--- src/rtl/mul_issue_wb.sv ---
// Issue/writeback adapter around the iterative multiplier: accepts M-extension
// multiply requests, starts the multiplier, and returns the selected product half.
// Optional result cache enabled by defining MUL_RESULT_CACHE_EN.
module mul_issue_wb #(
  parameter int XLEN  = 32,
  parameter int TAG_W = 5
) (
  input  logic             clk,
  input  logic             rst,
  input  logic             req_valid,
  output logic             req_ready,
  input  logic [1:0]       req_op,
  input  logic [XLEN-1:0]  req_rs1,
  input  logic [XLEN-1:0]  req_rs2,
  input  logic [TAG_W-1:0] req_tag,
  input  logic             flush,
  input  logic             mul_inready,
  output logic             mul_invalid,
  output logic             mul_flush,
  output logic [1:0]       mul_signed,
  output logic [XLEN-1:0]  mul_multiplicand,
  output logic [XLEN-1:0]  mul_multiplier,
  input  logic             mul_outvalid,
  input  logic [XLEN-1:0]  mul_result_hi,
  input  logic [XLEN-1:0]  mul_result_lo,
  output logic             wb_valid,
  input  logic             wb_ready,
  output logic [XLEN-1:0]  wb_data,
  output logic [TAG_W-1:0] wb_tag,
  output logic [1:0]       dbg_state
);

  // Handshake rule for both ports: a transfer happens on a rising edge where
  // valid and ready are both 1; a valid payload stays stable until then.

  typedef enum logic [1:0] {
    S_IDLE  = 2'd0,
    S_ISSUE = 2'd1,
    S_WAIT  = 2'd2,
    S_RESP  = 2'd3
  } state_t;

  localparam logic [1:0] OP_MUL = 2'b00;

  state_t state_q, state_d;
  logic   op_is_mul_q;
  logic   accept;
  logic   capture_res;
  logic   hit;
  logic [XLEN-1:0] hit_data;

  function automatic logic [1:0] sign_of(input logic [1:0] op);
    case (op)
      2'b10:   sign_of = 2'b10;
      2'b11:   sign_of = 2'b00;
      default: sign_of = 2'b11;
    endcase
  endfunction

`ifdef MUL_RESULT_CACHE_EN
  logic            cache_valid;
  logic [XLEN-1:0] cache_rs1;
  logic [XLEN-1:0] cache_rs2;
  logic [1:0]      cache_signed;
  logic [XLEN-1:0] cache_hi;
  logic [XLEN-1:0] cache_lo;

  // The low half does not depend on signedness, so MUL hits regardless of it.
  assign hit = cache_valid && (req_rs1 == cache_rs1) && (req_rs2 == cache_rs2) &&
               ((req_op == OP_MUL) || (sign_of(req_op) == cache_signed));
  assign hit_data = (req_op == OP_MUL) ? cache_lo : cache_hi;

  always_ff @(posedge clk or negedge rst) begin
    if (!rst) begin
      cache_valid  <= 1'b0;
      cache_rs1    <= '0;
      cache_rs2    <= '0;
      cache_signed <= 2'b00;
      cache_hi     <= '0;
      cache_lo     <= '0;
    end else if (flush) begin
      cache_valid <= 1'b0;
    end else if (capture_res) begin
      cache_valid  <= 1'b1;
      cache_rs1    <= mul_multiplicand;
      cache_rs2    <= mul_multiplier;
      cache_signed <= mul_signed;
      cache_hi     <= mul_result_hi;
      cache_lo     <= mul_result_lo;
    end
  end
`else
  assign hit      = 1'b0;
  assign hit_data = '0;
`endif

  always_comb begin
    state_d     = state_q;
    req_ready   = 1'b0;
    mul_invalid = 1'b0;
    mul_flush   = 1'b0;
    accept      = 1'b0;
    capture_res = 1'b0;

    case (state_q)
      S_IDLE:  req_ready = !flush;
      S_ISSUE: mul_invalid = mul_inready && !flush;
      S_RESP:  req_ready = wb_ready && !flush;
      default: ;
    endcase

    accept      = req_valid && req_ready;
    mul_flush   = flush && ((state_q == S_ISSUE) || (state_q == S_WAIT));
    capture_res = (state_q == S_WAIT) && mul_outvalid && !flush;

    if (flush) begin
      state_d = S_IDLE;
    end else begin
      case (state_q)
        S_IDLE:  if (accept) state_d = hit ? S_RESP : S_ISSUE;
        S_ISSUE: if (mul_invalid) state_d = S_WAIT;
        S_WAIT:  if (mul_outvalid) state_d = S_RESP;
        S_RESP: begin
          if (accept)        state_d = hit ? S_RESP : S_ISSUE;
          else if (wb_ready) state_d = S_IDLE;
        end
        default: state_d = S_IDLE;
      endcase
    end
  end

  assign wb_valid  = (state_q == S_RESP);
  assign dbg_state = state_q;

  always_ff @(posedge clk or negedge rst) begin
    if (!rst) begin
      state_q          <= S_IDLE;
      op_is_mul_q      <= 1'b0;
      mul_signed       <= 2'b00;
      mul_multiplicand <= '0;
      mul_multiplier   <= '0;
      wb_tag           <= '0;
      wb_data          <= '0;
    end else begin
      state_q <= state_d;
      if (accept) begin
        op_is_mul_q      <= (req_op == OP_MUL);
        mul_signed       <= sign_of(req_op);
        mul_multiplicand <= req_rs1;
        mul_multiplier   <= req_rs2;
        wb_tag           <= req_tag;
        if (hit) wb_data <= hit_data;
      end
      if (capture_res) wb_data <= op_is_mul_q ? mul_result_lo : mul_result_hi;
    end
  end

endmodule
--- config.mk ---
export PLATFORM = sky130hd
export DESIGN_NAME = mul_issue_wb
export DESIGN_NICKNAME = d
export VERILOG_FILES = /design/src/rtl/mul_issue_wb.sv
export SDC_FILE = /design/constraint.sdc
export NUM_CORES = 1
export LEC_CHECK = 0
export ABC_AREA = 1
export CAP_MARGIN = 20
export CORE_MARGIN = 8
export CORE_UTILIZATION = 38
export CTS_CLUSTER_SIZE = 24
export DETAILED_ROUTE_END_ITERATION = 8
export PLACE_DENSITY = 0.9
export SETUP_SLACK_MARGIN = 0.5
export SLEW_MARGIN = 20
export SYNTH_ARGS = -nofsm -noshare
export SYNTH_HDL_FRONTEND = slang
export SYNTH_SLANG_ARGS = --single-unit
--- constraint.sdc ---
create_clock -name clk -period 1.68 [get_ports clk]
set_input_delay 0.168 -clock clk [delete_from_list [all_inputs] [get_ports clk]]
set_output_delay 0.168 -clock clk [all_outputs]
set_load 0.1 [all_outputs]
==> results.md <==
* Fillers at 523
* YS warnings at 0
* Actual slew at the worst max-slew pin at 475 ps
* Vert. Die Dim at 124 microns
* GR Util met3 at between 9 and 10%
* DP Cell Count at 902
* Register area share after synthesis at 60.0%
* Slew Limit Fails at 0
* Mapped Nets at around 670
* Non-filler cells, final at 960
* FP Rows at 39
* Vias in the first global route at 5062
* Slew headroom at 68.3%
* CTS tree: done
* RSZ-0062 raised after global routing: yes
* Fin nets at approximately 960
* Vias at roughly 5200
* Setup CP Type: flip-flop to flip-flop
* Final Cycle Share at 106%
* Die ar. at around 0.015 sq mm
* Min setup slack post-route at -98.7 ps
* Synthesis-to-layout area growth at 115%
* Startpoint Class: flip-flop
* Mapped Cells at 520
* Crit path max-delay family: buffers and inverters
* Clock Tree Buf Depth at 2
* Setup crit end kind: flip-flop
* Placed wire-length estimate at between 10000 and 15000 microns
* Number of diodes at 0
* Worst hold slack at 322 ps
* Max_cap viols at 0
* Crit Path Max Fanout at 8
* CP Data Required Time at 1910 ps
* Area occupied by registers at 0.00267 sq mm
* Initial antenna violation count at 0
* TritonRoute pass-1 iters at 5
* Crit-path cells: buf_6 > ha_4 > nand3_4 > nand2_4 > nand3_4 > clkinv_8 > clkbuf_16 > nand2_4 > nand2_1
* Synth Cell Area at roughly 0.0044 sq mm
* Number of remaining DRC errors at 0
* Final hold violations at 0
* Fmax at 562 MHz
* Busiest grt layer: met2
* Via/cell ratio at 5.37
* Share of layout cells above drive strength 1 at between 30% and 40%
* Yosys cell types at 18
* Port bufs at 250
* Total gr overflow at 0
* Area of the multi-input gates at 0.00231 sq mm
* Final setup fails at 75
* Routability congestion estimate at 0.832
* CTS Root Cell: clkbuf_16
* Routed wire length at 22600 microns
* Post-Syn Area per Cell at 8.50 sq um
* Initial drt markers at 363
* Post-layout min period at 1780 ps
* Routed Antenna Nets at 0
* Largest net degree at the start of global routing at 55
* Failing checks: negative setup slack
* Worst Hold Class: input port to asynchronous set/reset pin
* Critical path arrival at 2010 ps
* Die width at roughly 120 microns
* WP buf/inv at 3
* Top-Level Pins at 251
* Reg clk slew, reported paths at 80 ps
* Status: complete, but fails checks
* Yosys reg bits at approximately 110
* Clk sinks at ~110
* Placement Setup Slack at -33.7 ps
* Core region area at 0.0114 sq mm
* CTS Buf Count at 9
* GRT met2 Usage at 40.1%
* Met1 GRT Util at 25.5%
* First-pass GRT wire length at 27600 microns
* Worst skew pair latency at 350 ps
* WL per Instance at 23.6 microns
* Worst path max stage delay at 500 ps
* H-tree depth at 3
* Worst Clk Skew at about 7.7 ps
* CP max stage cell: dfrtp_4
* Setup TNS at -2560 ps
* Gr usage total at 23.6%
* Starting density of the core at 38.9%
[synth_stat cells (all sizes together)]
library cell | instances | area share (%)
nand2 | 286 | 24
dfrtp | 106 | 60
nor2 | 35 | 3.0
a31oi | 32 | 4.5
buf | 20 | 3.2
inv | 13 | 1.1
clkbuf | 8 | 0.68
o21ai | 7 | 0.79
ha | 4 | 1.1
nand3 | 4 | 0.57
a21oi | 3 | 0.34
nand4 | 2 | 0.28
[per-stage QoR]
step / util, % / cell area, sq um
final: 83.5 / 9500
after global routing: 83.5 / 9500
after CTS: 74.4 / 8460
after detailed placement: 64.9 / 7380
after global placement: 64.9 / 7380
after floorplan: - / 4520
[cells in the final DEF (no fill, tap or decap), drive strengths merged]
cell type,n
a21oi,3
a31oi,32
buf,158
bufbuf,3
bufinv,1
clkbuf,16
clkdlybuf4s50,140
clkinv,5
clkinvlp,1
dfrtp,106
dlygate4sd3,1
ha,4
inv,13
nand2,286
nand3,4
nand4,2
nor2,35
o21ai,7
[per-layer routing]
| layer | vias to the layer above | wire length, microns |
|---|---|---|
| met5 | - | 0 |
| met4 | 0 | 740 |
| met3 | 58 | 2840 |
| met2 | 358 | 11300 |
| met1 | 2522 | 7700 |
| li1 | 2221 | - |
[worst reg2reg max path: stages (launching register included)]
cell	delay [ps]
dfrtp_4	500
buf_6	140
ha_4	170
nand3_4	110
nand2_4	70
nand3_4	160
clkinv_8	160
clkbuf_16	230
nand2_4	70
nand2_1	80
[area by class of cell]
type	count	area share, %
inverter	13	0.738
multi-input combinational	373	24.4
sequential	106	28.1
timing repair inverter	1	0.0659
timing repair buffer	308	41.7
clock inverter	6	0.685
clock buffer	10	2.52
tap	143	1.88
[path summary, 6_finish.rpt]
check                                           from                    to  slack (ps)  cells past startpoint
worst max-delay path                    dbg_state[1]     mul_multiplier[7]        -100                      9
worst min-delay path                             rst     mul_multiplier[9]         320                      2
worst max register to register          dbg_state[1]     mul_multiplier[7]        -100                      9
worst min register to register  mul_multiplicand[10]  mul_multiplicand[10]         500                      2
max in group asynchronous                        rst           wb_data[13]         680                      3
min in group clk                          req_rs1[5]   mul_multiplicand[5]         350                      3
[sequential cells by signal (all words and copies together) (netlist names)]
register,cells
dbg_state,2
mul_multiplicand,32
mul_multiplier,32
mul_signed,2
op_is_mul_q,1
wb_data,32
wb_tag,5
[logic make-up after synthesis]
family / count (synthesis) / synth area share [%]
compound gates: 42 / 5.66
flops: 106 / 60.0
simple gates: 327 / 28.2
fa+ha+maj: 4 / 1.13
buf+inv: 41 / 4.98
[timing repair]
action	in CTS	in global routing
endpoints found under the setup margin	150	144
gates resized for setup	82	198
pin swaps	6	18
setup buffers	7	11
hold buffers	1	0
cloned	14	9
endpoints found under the hold margin	29	0
Power is left out: the tool's default activity adds up to more than one toggle a clock period on the data nets, which glitch-free logic cannot reach.
